===== src/rtl/uart_rx_framer.sv =====
// UART receiver: 16x oversampled framer with majority voting, optional parity,
// break detection, a 4-entry receive FIFO and a saturating error counter.
module uart_rx_framer #(
    parameter int unsigned BAUD_DIV   = 27,
    parameter int unsigned PARITY_EN  = 0,
    parameter int unsigned PARITY_ODD = 0
) (
    input  logic       CLK_BASE,
    input  logic       RESET_N,
    input  logic       MMUART_0_TXD,
    output logic [7:0] RX_DATA,
    output logic       RX_VALID,
    input  logic       RX_READY,
    output logic       RX_BUSY,
    output logic       FRAME_ERR,
    output logic       PARITY_ERR,
    output logic       OVERRUN,
    output logic [7:0] ERR_CNT
);

    localparam int unsigned DIV_W = (BAUD_DIV > 1) ? $clog2(BAUD_DIV) : 1;
    localparam logic [DIV_W-1:0] DIV_LAST = DIV_W'(BAUD_DIV - 1);
    localparam logic PAR_ON  = (PARITY_EN != 0);
    localparam logic PAR_POL = (PARITY_ODD != 0);

    localparam logic [2:0] S_IDLE   = 3'd0;
    localparam logic [2:0] S_START  = 3'd1;
    localparam logic [2:0] S_DATA   = 3'd2;
    localparam logic [2:0] S_PARITY = 3'd3;
    localparam logic [2:0] S_STOP   = 3'd4;
    localparam logic [2:0] S_BREAK  = 3'd5;

    logic             sync1_q, sync2_q, line_prev_q;
    logic             line;
    logic [2:0]       state_q, state_d;
    logic [DIV_W-1:0] div_q, div_d;
    logic [3:0]       smp_q, smp_d;
    logic [2:0]       bit_q, bit_d;
    logic [7:0]       shift_q, shift_d;
    logic             s7_q, s7_d, s8_q, s8_d;
    logic             perr_q, perr_d;
    logic             tick, mid, bit_end, maj;
    logic             push, frame_ev, parity_ev, ovr_ev;

    // Two-flop synchronizer; line_prev_q lets IDLE start only on a real falling edge.
    always_ff @(posedge CLK_BASE or negedge RESET_N) begin
        if (!RESET_N) begin
            sync1_q     <= 1'b1;
            sync2_q     <= 1'b1;
            line_prev_q <= 1'b1;
        end else begin
            sync1_q     <= MMUART_0_TXD;
            sync2_q     <= sync1_q;
            line_prev_q <= sync2_q;
        end
    end
    assign line = sync2_q;

    assign tick    = (div_q == DIV_LAST);
    assign mid     = tick && (smp_q == 4'd9);
    assign bit_end = tick && (smp_q == 4'd15);
    assign maj     = (s7_q & s8_q) | (s7_q & line) | (s8_q & line);

    always_comb begin
        state_d   = state_q;
        div_d     = div_q;
        smp_d     = smp_q;
        bit_d     = bit_q;
        shift_d   = shift_q;
        s7_d      = s7_q;
        s8_d      = s8_q;
        perr_d    = perr_q;
        push      = 1'b0;
        frame_ev  = 1'b0;
        parity_ev = 1'b0;
        if (state_q != S_IDLE && state_q != S_BREAK) begin
            div_d = tick ? '0 : div_q + 1'b1;
            if (tick) smp_d = smp_q + 4'd1;
            if (tick && smp_q == 4'd7) s7_d = line;
            if (tick && smp_q == 4'd8) s8_d = line;
        end
        case (state_q)
            S_IDLE: begin
                if (line_prev_q && !line) begin
                    state_d = S_START;
                    div_d   = '0;
                    smp_d   = '0;
                    perr_d  = 1'b0;
                end
            end
            S_START: begin
                if (mid && maj) begin
                    state_d = S_IDLE;
                end else if (bit_end) begin
                    state_d = S_DATA;
                    bit_d   = '0;
                end
            end
            S_DATA: begin
                if (mid) shift_d = {maj, shift_q[7:1]};
                if (bit_end) begin
                    if (bit_q == 3'd7) state_d = PAR_ON ? S_PARITY : S_STOP;
                    else               bit_d   = bit_q + 3'd1;
                end
            end
            S_PARITY: begin
                if (mid)     perr_d  = maj ^ (^shift_q) ^ PAR_POL;
                if (bit_end) state_d = S_STOP;
            end
            S_STOP: begin
                // Decide at mid-stop so a back-to-back start bit is never missed.
                if (mid) begin
                    if (!maj) begin
                        frame_ev = 1'b1;
                        state_d  = S_BREAK;
                    end else begin
                        parity_ev = perr_q;
                        push      = !perr_q;
                        state_d   = S_IDLE;
                    end
                end
            end
            S_BREAK: begin
                if (line) state_d = S_IDLE;
            end
            default: state_d = S_IDLE;
        endcase
    end

    always_ff @(posedge CLK_BASE or negedge RESET_N) begin
        if (!RESET_N) begin
            state_q <= S_IDLE;
            div_q   <= '0;
            smp_q   <= '0;
            bit_q   <= '0;
            shift_q <= '0;
            s7_q    <= 1'b1;
            s8_q    <= 1'b1;
            perr_q  <= 1'b0;
        end else begin
            state_q <= state_d;
            div_q   <= div_d;
            smp_q   <= smp_d;
            bit_q   <= bit_d;
            shift_q <= shift_d;
            s7_q    <= s7_d;
            s8_q    <= s8_d;
            perr_q  <= perr_d;
        end
    end

    assign RX_BUSY = (state_q != S_IDLE);

    logic [7:0] mem_q [4];
    logic [1:0] wr_q, rd_q;
    logic [2:0] cnt_q;
    logic       pop, full, do_push;
    logic [8:0] err_sum;

    assign pop     = RX_VALID && RX_READY;
    assign full    = (cnt_q == 3'd4);
    assign do_push = push && (!full || pop);
    assign ovr_ev  = push && full && !pop;
    assign err_sum = {1'b0, ERR_CNT} + 9'(frame_ev) + 9'(parity_ev) + 9'(ovr_ev);

    always_ff @(posedge CLK_BASE or negedge RESET_N) begin
        if (!RESET_N) begin
            for (int i = 0; i < 4; i++) mem_q[i] <= '0;
            wr_q       <= '0;
            rd_q       <= '0;
            cnt_q      <= '0;
            FRAME_ERR  <= 1'b0;
            PARITY_ERR <= 1'b0;
            OVERRUN    <= 1'b0;
            ERR_CNT    <= '0;
        end else begin
            if (do_push) begin
                mem_q[wr_q] <= shift_q;
                wr_q        <= wr_q + 2'd1;
            end
            if (pop) rd_q <= rd_q + 2'd1;
            case ({do_push, pop})
                2'b10:   cnt_q <= cnt_q + 3'd1;
                2'b01:   cnt_q <= cnt_q - 3'd1;
                default: cnt_q <= cnt_q;
            endcase
            FRAME_ERR  <= frame_ev;
            PARITY_ERR <= parity_ev;
            OVERRUN    <= ovr_ev;
            ERR_CNT    <= err_sum[8] ? 8'hFF : err_sum[7:0];
        end
    end

    assign RX_VALID = (cnt_q != 3'd0);
    assign RX_DATA  = mem_q[rd_q];

endmodule


===== config.mk =====
export PLATFORM = sky130hd
export DESIGN_NAME = uart_rx_framer
export DESIGN_NICKNAME = d
export VERILOG_FILES = /design/src/rtl/uart_rx_framer.sv
export SDC_FILE = /design/constraint.sdc
export NUM_CORES = 1
export LEC_CHECK = 0
export BUFFER_PORTS_ARGS = -buffer_cell sky130_fd_sc_hd__buf_2
export CELL_PAD_IN_SITES_DETAIL_PLACEMENT = 0
export CELL_PAD_IN_SITES_GLOBAL_PLACEMENT = 1
export CORE_MARGIN = 2
export CORE_UTILIZATION = 45
export CTS_BUF_LIST = sky130_fd_sc_hd__clkbuf_16
export DETAILED_ROUTE_END_ITERATION = 8
export GPL_TIMING_DRIVEN = 1
export MAX_ROUTING_LAYER = met4
export PLACE_DENSITY = 0.79
export SYNTH_ARGS = -nofsm -noshare
export SYNTH_HDL_FRONTEND = slang
export SYNTH_SLANG_ARGS = --single-unit

===== constraint.sdc =====
create_clock -name CLK_BASE -period 4.04 [get_ports CLK_BASE]
set_input_delay 0.404 -clock CLK_BASE [delete_from_list [all_inputs] [get_ports CLK_BASE]]
set_output_delay 0.404 -clock CLK_BASE [all_outputs]
set_load 0.01 [all_outputs]

==> flow_summary.json, run 1 <==
{
  "status": "complete, no violations",
  "area_delta_synth_final_pct": 14.19,
  "synthCells": 307,
  "nets": 358,
  "top_layer_used": "met4",
  "irDropWorstVdd_mv": 0.2374,
  "switching_power_mw": 0.5581,
  "ys_seq_elements": 79,
  "synth_top_area_share_pct": 47.18,
  "gr-total-overflow": 0,
  "routabilityCongestion": 0.8753,
  "finalCritPeriodShare_pct": 81.00,
  "cts_resized": 0,
  "wl_met1_mm": 2.992,
  "synth_seq_area_share_pct": 50.53,
  "io_buffers": 24,
  "dieWidth_um": 97.40,
  "max_freq_mhz": 305.6,
  "clk_latency_ns": 0.33,
  "die_height_um": 97.40,
  "io_pins": 25,
  "path_cells": "inv_1 > ha_1 > nand4b_4 > nand2b_4 > or2_2 > nor2_1 > nand2_1 > fa_1 > inv_1 > ha_1 > fa_1 > nand2_1 > nor2_1 > nand3_1 > nand3_1",
  "seqPwrFrac_pct": 45.5,
  "coreArea_mm2": 0.008593,
  "synth_edf_count": 0,
  "clkTransAtPathRegs_ns": 0.06,
  "fin_ws_ns": 0.7676,
  "synthArstFlopShare_pct": 100.0,
  "die_area_mm2": 0.009486,
  "cts_tree": "yes",
  "hold_buffers": 0,
  "leakagePower_nw": 2.252,
  "drv_cap": 0,
  "ys_types": 47,
  "syn-num-nets": 328,
  "min_period_ns": 3.272,
  "arrival_ns": 3.48,
  "grt_pass1_vias": 2463,
  "critPathSlowestCell": "fa_1",
  "num_vias": 2334,
  "synth_area_leader_cell": "dfrtp_1",
  "cp_max_fo": 7,
  "cts_root_buf": "clkbuf_16",
  "cts_setup_buffers": 0,
  "rows": 34,
  "final_common_cell": "dfrtp_1",
  "grt_start_max_net_pins": 80,
  "wl_per_cell_um": 14.45,
  "place_ws_ns": 0.7478,
  "hold_viol": 0,
  "ant_nets": 0,
  "pwr_density_cell_mw_per_mm2": 468.5,
  "htreeDepth": 3,
  "comb_power_share_pct": 13.5,
  "yosysWarnings": 0,
  "via_per_inst": 5.187,
  "initial_utilization_pct": 45.68,
  "clockPowerShare_pct": 41.1,
  "startpoint_type": "register",
  "met3_length_um": 193,
  "setup_viol": 0,
  "drcViolationCount": 0,
  "grt_usage_pct": 15.46,
  "p_int_mw": 1.542,
  "grt_pass1_wl_mm": 11.59,
  "netlist_area_mm2": 0.003925,
  "dp_hpwl_mm": 4.414,
  "clock-sinks": 79,
  "fin_skew_ns": 0.003339,
  "end_kind": "register",
  "avgSynthCellArea_um2": 12.79,
  "switching_share_pct": 26.58,
  "required_ns": 4.25,
  "antenna_found_initial": 0,
  "drt_wl_total_mm": 6.503,
  "finalSetupTns_ns": 0,
  "clock_path_buffers": 2,
  "crit_type": "reg2reg",
  "synth.area.top_cells": "dfrtp_1 (47%), mux2_2 (9.8%), mux4_2 (4.6%), ha_1 (4.5%), mux2_4 (3.4%)",
  "critPathMaxStageDelay_ns": 0.47,
  "layout-drive-gt1-share_pct": 30.99,
  "drt-initial-drc-count": 74,
  "layout_common_cells": "dfrtp_1 (74), mux2_2 (34), buf_2 (23), nor2_1 (22), nand2_1 (19)",
  "cts_buffers": 9,
  "routed-wl-met2_mm": 3.223,
  "diodes": 0,
  "drv_slew": 0,
  "tightest_slew_ns": 0.9660,
  "slew-limit-headroom_pct": 35.60,
  "drtPass1Iterations": 4,
  "hold_path.class": "in2reg",
  "rsz0062_at_grt": "no",
  "ys.flop_type": "dfrtp_1"
}
layer usage:
metal | up-vias | track usage [%]
met1 | 1173 | 19.32
li1 | 1124 | -
met3 | 9 | 3.597
met5 | - | -
met4 | 0 | 5.449
met2 | 28 | 24.88
area by class of cell:
cell class	count	area (um2)
multi-input cells	205	1848
well taps	108	135.1
clock buffers	9	225.2
clock inverters	7	96.34
fillers	741	4111
flip-flops and latches	79	1983
repair buffers	25	130.1
inverters	17	63.81
power groups by stage:
stage	registers [mW]	logic (mW)	clock network (mW)
global route	0.970	0.323	0.920
floorplan	0.900	0.273	0
finish	0.954	0.283	0.863
CTS	0.958	0.287	0.888
global placement	0.967	0.279	0
detailed placement	0.970	0.286	0
registers in the layout (all words and copies together), names as in the netlist:
name and cells:
OVERRUN 1, line_prev_q 1, wr_q 2, mem_q 32, rd_q 2, bit_q 3, FRAME_ERR 1, ERR_CNT 8
PARITY_ERR 1, div_q 5, perr_q 1, smp_q 4, shift_q 8, s8_q 1, line 1, s7_q 1
sync1_q 1, cnt_q 3, state_q 3
worst paths after layout:
path                               startpoint               endpoint  slack [ns]  cells after the start
max reg2reg                div_q[0]$_DFF_PN0_   ERR_CNT[5]$_DFF_PN0_        0.77                     15
min in group asynchronous             RESET_N  mem_q[22]$_DFFE_PN0P_        0.23                      1
max                        div_q[0]$_DFF_PN0_   ERR_CNT[5]$_DFF_PN0_        0.77                     15
max in group asynchronous             RESET_N   bit_q[2]$_DFFE_PN0P_        3.19                      1
min                              MMUART_0_TXD      sync1_q$_DFF_PN1_        0.17                      1
min reg2reg                 sync1_q$_DFF_PN1_         line$_DFF_PN1_        0.36                      0
synth_stat cells, drive strengths merged, types with 7 or more instances:
library cell and instances:
nor2 22, mux4 8, dfrtp 74, inv 17, nand2b 8, mux2 45, nand2 23, xor2 10
ha 14, xnor2 15, o21ai 7
through the flow:
| stage | utilization (%) | hold slack [ns] | area, um2 | std cells | total power [mW] |
|---|---|---|---|---|---|
| floorplan | - | 0.1084 | 3925 | 307 | 1.174 |
| detailed placement | 48.41 | 0.3520 | 4160 | 434 | 1.256 |
| global placement | 48.41 | 0.3505 | 4160 | 434 | 1.247 |
| global route | 52.15 | 0.1610 | 4482 | 450 | 2.213 |
| finish | 52.15 | 0.1690 | 4482 | 450 | 2.100 |
| CTS | 52.15 | 0.1569 | 4482 | 450 | 2.133 |
kinds of logic (layout without fill, tap and decap cells):
family                     after synthesis  in the layout  share of synthesized area, %
adders and majority gates               18             18                         6.248
xor gates and xnor gates                25             25                         5.579
buffers and inverters                   23             58                         2.391
muxes                                   57             57                         19.38
AOI/OAI and AO/OA                       22             22                         3.475
DFF                                     79             79                         50.53
and+or+nand+nor                         83             83                         12.40
critical path: cells and delay by family (launching register included):
family                     cells  cell delay (ns)
adders and majority gates      4             1.29
buffers and inverters          2             0.11
DFF                            1             0.42
and+or+nand+nor                9             1.33
No activity file was read; power rests on OpenSTA's default activity.
==> run 2: changes to the inputs <==
--- a/config.mk
+++ b/config.mk
@@ -14,7 +14,7 @@
 export DETAILED_ROUTE_END_ITERATION = 8
 export GPL_TIMING_DRIVEN = 1
 export MAX_ROUTING_LAYER = met4
-export PLACE_DENSITY = 0.79
+export PLACE_DENSITY = 0.82
 export SYNTH_ARGS = -nofsm -noshare
 export SYNTH_HDL_FRONTEND = slang
 export SYNTH_SLANG_ARGS = --single-unit
==> constraint.sdc (replaced) <==
create_clock -name CLK_BASE -period 2.75 [get_ports CLK_BASE]
set_input_delay 0.275 -clock CLK_BASE [delete_from_list [all_inputs] [get_ports CLK_BASE]]
set_output_delay 0.275 -clock CLK_BASE [all_outputs]
set_load 0.01 [all_outputs]
==> flow_summary.json, run 2 (synthesized netlist as in run 1, its figures left out) <==
{
  "status": "finished, violations left",
  "violations": "negative setup slack",
  "coreArea_mm2": 0.008593,
  "finalCritPeriodShare_pct": 102.7,
  "dp_hpwl_mm": 4.804,
  "final_area_mm2": 0.004730,
  "crit_type": "reg2reg",
  "comb_power_share_pct": 17.8,
  "fin_ws_ns": -0.07399,
  "hold_viol": 0,
  "switching_share_pct": 28.23,
  "clockPowerShare_pct": 36.3,
  "largest_reg_flops": 32,
  "arrival_ns": 3.04,
  "end_kind": "register",
  "routabilityCongestion": 0.8199,
  "max_freq_mhz": 354.1,
  "pwr_density_cell_mw_per_mm2": 628.8,
  "io_pins": 25,
  "fin_util_pct": 55.04,
  "grt_start_max_net_pins": 80,
  "setup_viol": 8,
  "hold_path.class": "in2reg",
  "area_delta_synth_final_pct": 20.50,
  "required_ns": 2.97,
  "switching_power_mw": 0.8395,
  "seqPwrFrac_pct": 46.0,
  "diodes": 0,
  "drv_slew": 0,
  "via_per_inst": 5.136,
  "die_height_um": 97.40,
  "tightest_slew_ns": 0.9808,
  "drcViolationCount": 0,
  "grt_pass1_wl_mm": 12.17,
  "cp_max_fo": 3,
  "fin_skew_ns": 0.006642,
  "regMostFlops": "mem_q",
  "hold_buffers": 0,
  "gr-total-overflow": 0,
  "antenna_found_initial": 0,
  "clk_latency_ns": 0.33,
  "drt_wl_total_mm": 6.966,
  "clkTransAtPathRegs_ns": 0.06,
  "slew-limit-headroom_pct": 34.61,
  "ant_nets": 0,
  "critPathMaxStageDelay_ns": 0.49,
  "rsz0062_at_grt": "yes",
  "drv_cap": 0,
  "dieWidth_um": 97.40,
  "critPathSlowestCell": "fa_1",
  "grt_usage_pct": 16.33,
  "nets": 385,
  "irDropWorstVdd_mv": 0.3669,
  "rows": 34,
  "leakagePower_nw": 2.378,
  "drt-initial-drc-count": 46,
  "clock-sinks": 79,
  "clock_path_buffers": 2,
  "num_vias": 2450,
  "layout_common_cells": "dfrtp_1 (74), mux2_2 (34), buf_4 (29), buf_2 (23), nor2_1 (19)",
  "place_area_mm2": 0.004365,
  "io_buffers": 24,
  "finalSetupTns_ns": -0.4892,
  "path_cells": "inv_1 > ha_2 > nand4b_4 > nand2b_4 > or2_4 > nor2_4 > nand2_2 > fa_1 > inv_2 > ha_4 > fa_2 > nand3_2 > xor2_1 > nand2_1",
  "layout-drive-gt1-share_pct": 40.11,
  "drtPass1Iterations": 4,
  "cts_tree": "yes",
  "die_area_mm2": 0.009486,
  "largestRegisters": "mem_q x32, ERR_CNT x8, shift_q x8",
  "final_common_cell": "dfrtp_1",
  "p_int_mw": 2.134,
  "startpoint_type": "register",
  "grt_pass1_vias": 2507,
  "wl_per_cell_um": 14.60,
  "min_period_ns": 2.824,
  "initial_utilization_pct": 45.68,
  "cts_root_buf": "clkbuf_16",
  "cts_buffers": 9,
  "htreeDepth": 3
}
## run 2: path summary, 6_finish.rpt
kind	cells past startpoint	start	end	slack, ns
setup / recovery	14	div_q[0]$_DFF_PN0_	ERR_CNT[4]$_DFF_PN0_	-0.07
setup reg to reg	14	div_q[0]$_DFF_PN0_	ERR_CNT[4]$_DFF_PN0_	-0.07
min in group asynchronous	1	RESET_N	mem_q[31]$_DFFE_PN0P_	0.10
max in group asynchronous	1	RESET_N	ERR_CNT[4]$_DFF_PN0_	2.02
hold reg to reg	0	sync1_q$_DFF_PN1_	line$_DFF_PN1_	0.36
hold / removal	1	MMUART_0_TXD	sync1_q$_DFF_PN1_	0.04
## run 2: metal layers
metal	track usage, %	up-vias	routed length (um)
met5	-	-	0
met3	3.597	8	183
met4	4.594	0	87
met2	26.47	30	3509
li1	-	1181	-
met1	20.87	1231	3185
## run 2: final cells by class
class	count	area, um2
fillers	721	3864
flip-flops and latches	79	1983
multi-input cells	205	1941
repair buffers	52	332.8
clock buffers	9	225.2
well taps	108	135.1
inverters	17	63.81
clock inverters	7	48.80
## run 2: repair_timing
item | CTS | global route
pin swaps | 9 | 4
buffers inserted | 1 | 3
setup endpoints to repair | 8 | 8
gates resized for setup | 8 | 5
hold endpoints to repair | 0 | 0
## run 2: power by group through the flow
| stage | clock network [mW] | registers, mW | logic (mW) |
|---|---|---|---|
| 5_1_grt | 1.16 | 1.39 | 0.593 |
| 6_report | 1.08 | 1.37 | 0.528 |
| 4_1_cts | 1.11 | 1.37 | 0.519 |
| 3_5_place_dp | 0 | 1.39 | 0.514 |
| 2_1_floorplan | 0 | 1.32 | 0.403 |
| 3_3_place_gp | 0 | 1.39 | 0.503 |
## run 2: worst max-delay path: cells and delay by family (launching register included)
kind,cells,cell delay (ns)
flip-flops,1,0.38
adder cells (fa/ha/maj),4,1.24
XOR/XNOR,1,0.15
buffers and inverters,2,0.11
AND/OR/NAND/NOR,7,0.83
## run 2: through the flow
step                cells  worst slack, ns  power, mW  hold WS, ns
finish                477         -0.07399      2.974      0.03958
detailed placement    457          -0.1958      1.905       0.3476
CTS                   474         -0.08883      2.999      0.02949
global placement      457          -0.1586      1.889       0.3469
floorplan             307          -0.2467      1.726     -0.02059
global route          477          -0.2167      3.136      0.03055
==> run 3: changes to the inputs <==
--- a/config.mk
+++ b/config.mk
@@ -15,6 +15,7 @@
 export GPL_TIMING_DRIVEN = 1
 export MAX_ROUTING_LAYER = met4
 export PLACE_DENSITY = 0.82
+export RECOVER_POWER = 100
 export SYNTH_ARGS = -nofsm -noshare
 export SYNTH_HDL_FRONTEND = slang
 export SYNTH_SLANG_ARGS = --single-unit
==> flow_summary.json, run 3 (synthesized netlist as in run 1, its figures left out) <==
{
  "grt_usage_pct": 16.33,
  "drv_slew": 80,
  "hold_viol": 0,
  "ant_nets": 0,
  "cts_root_buf": "clkbuf_16",
  "largestRegisters": "mem_q x32, ERR_CNT x8, shift_q x8",
  "slew-limit-headroom_pct": -28.91,
  "clkTransAtPathRegs_ns": 0.06,
  "register_area_mm2": 0.001983,
  "final_area_mm2": 0.004611,
  "htreeDepth": 3,
  "clk_latency_ns": 0.33,
  "place_area_mm2": 0.004365,
  "initial_utilization_pct": 45.68,
  "die_area_mm2": 0.009486,
  "io_pins": 25,
  "clock-sinks": 79,
  "leakagePower_nw": 2.211,
  "clock_path_buffers": 2,
  "diodes": 0,
  "tightest_slew_ns": 1.934,
  "dieWidth_um": 97.40,
  "irDropWorstVdd_mv": 0.3683,
  "layout_common_cells": "dfrtp_1 (74), mux2_2 (33), buf_4 (24), clkbuf_1 (22), nand2_1 (21)",
  "crit_type": "reg2reg",
  "fin_ws_ns": -0.07893,
  "r2r_slack_ns": -0.08,
  "setup_viol": 8,
  "cts_tree": "yes",
  "regMostFlops": "mem_q",
  "max_freq_mhz": 353.5,
  "io_buffers": 24,
  "status": "finished, violations left",
  "drcViolationCount": 0,
  "nets": 385,
  "place_ws_ns": -0.1958,
  "largest_reg_flops": 32,
  "grt_pass1_wl_mm": 12.17,
  "placed_cells": 457,
  "gr-total-overflow": 0,
  "routabilityCongestion": 0.8199,
  "hold_path_startpoint": "MMUART_0_TXD",
  "coreArea_mm2": 0.008593,
  "finalSetupTns_ns": -0.5321,
  "fin_skew_ns": 0.005834,
  "grt_pass1_vias": 2507,
  "cp_max_fo": 3,
  "rsz0062_at_grt": "yes",
  "startpoint_type": "register",
  "rows": 34,
  "grt_start_max_net_pins": 80,
  "drt_wl_total_mm": 7.005,
  "arrival_ns": 3.05,
  "min_period_ns": 2.829,
  "via_per_inst": 5.147,
  "layout-drive-gt1-share_pct": 30.08,
  "die_height_um": 97.40,
  "fin_hold_ws_ns": 0.03752,
  "pwr_density_cell_mw_per_mm2": 642.3,
  "drv_cap": 1,
  "violations": "max-capacitance violations, max-slew violations, negative setup slack",
  "antenna_found_initial": 0,
  "required_ns": 2.97,
  "hold_path.class": "in2reg",
  "drtPass1Iterations": 4,
  "crit_start": "div_q[0]$_DFF_PN0_",
  "r2r-start": "div_q[0]$_DFF_PN0_",
  "hold_buffers": 0,
  "num_vias": 2455,
  "dp_hpwl_mm": 4.804,
  "drt-initial-drc-count": 54,
  "multi_input_area_mm2": 0.001862,
  "cts_buffers": 9,
  "nFillCells": 745,
  "wl_per_cell_um": 14.69,
  "p_total_mw": 2.961,
  "end_kind": "register",
  "finalCritPeriodShare_pct": 102.9,
  "final_common_cell": "dfrtp_1",
  "fin_util_pct": 53.65,
  "fin_cells": 477,
  "area_delta_synth_final_pct": 17.47
}
run 3: power by group:
part / internal [mW] / switching, mW / leakage, nW
Combinational: 0.267 / 0.247 / 1.02
Sequential: 1.25 / 0.120 / 1.06
Clock: 0.610 / 0.470 / 0.127
Total: 2.12 / 0.837 / 2.21
run 3: per-layer routing:
layer,GRT usage (%),wire [um],up-vias
met5,-,0,-
met4,4.594,76,0
met3,3.597,202,8
met2,26.47,3513,37
met1,20.87,3213,1225
li1,-,-,1185
run 3: worst max-delay path, cell delays in order, from the launching register on:
cell and delay [ns]:
dfrtp_1 0.39, inv_1 0.07, ha_2 0.19, nand4b_4 0.10, nand2b_4 0.15, or2_4 0.26
nor2_4 0.10, nand2_2 0.06, fa_1 0.49, inv_2 0.05, ha_4 0.15, fa_2 0.41
nand3_2 0.10, xor2_1 0.15, nand2_1 0.06
run 3: area by class of cell:
cell class	count	share of cell area, %
Clock buffer	9	4.885
Inverter	17	1.384
Tap cell	108	2.931
Multi-Input combinational cell	205	40.38
Clock inverter	7	1.058
Timing Repair Buffer	52	6.350
Sequential cell	79	43.01
run 3: final timing paths:
kind,endpoint,depth (start not counted)
max in group asynchronous,ERR_CNT[4]$_DFF_PN0_,1
worst max register to register,ERR_CNT[4]$_DFF_PN0_,14
worst min register to register,line$_DFF_PN1_,0
min in group asynchronous,mem_q[31]$_DFFE_PN0P_,1
worst max-delay path,ERR_CNT[4]$_DFF_PN0_,14
worst min-delay path,sync1_q$_DFF_PN1_,1
run 3: repair_timing:
item / in CTS / in global routing
setup endpoints to repair: 8 / 8
pin swaps: 9 / 4
gates resized for setup: 8 / 5
buffers inserted: 1 / 3
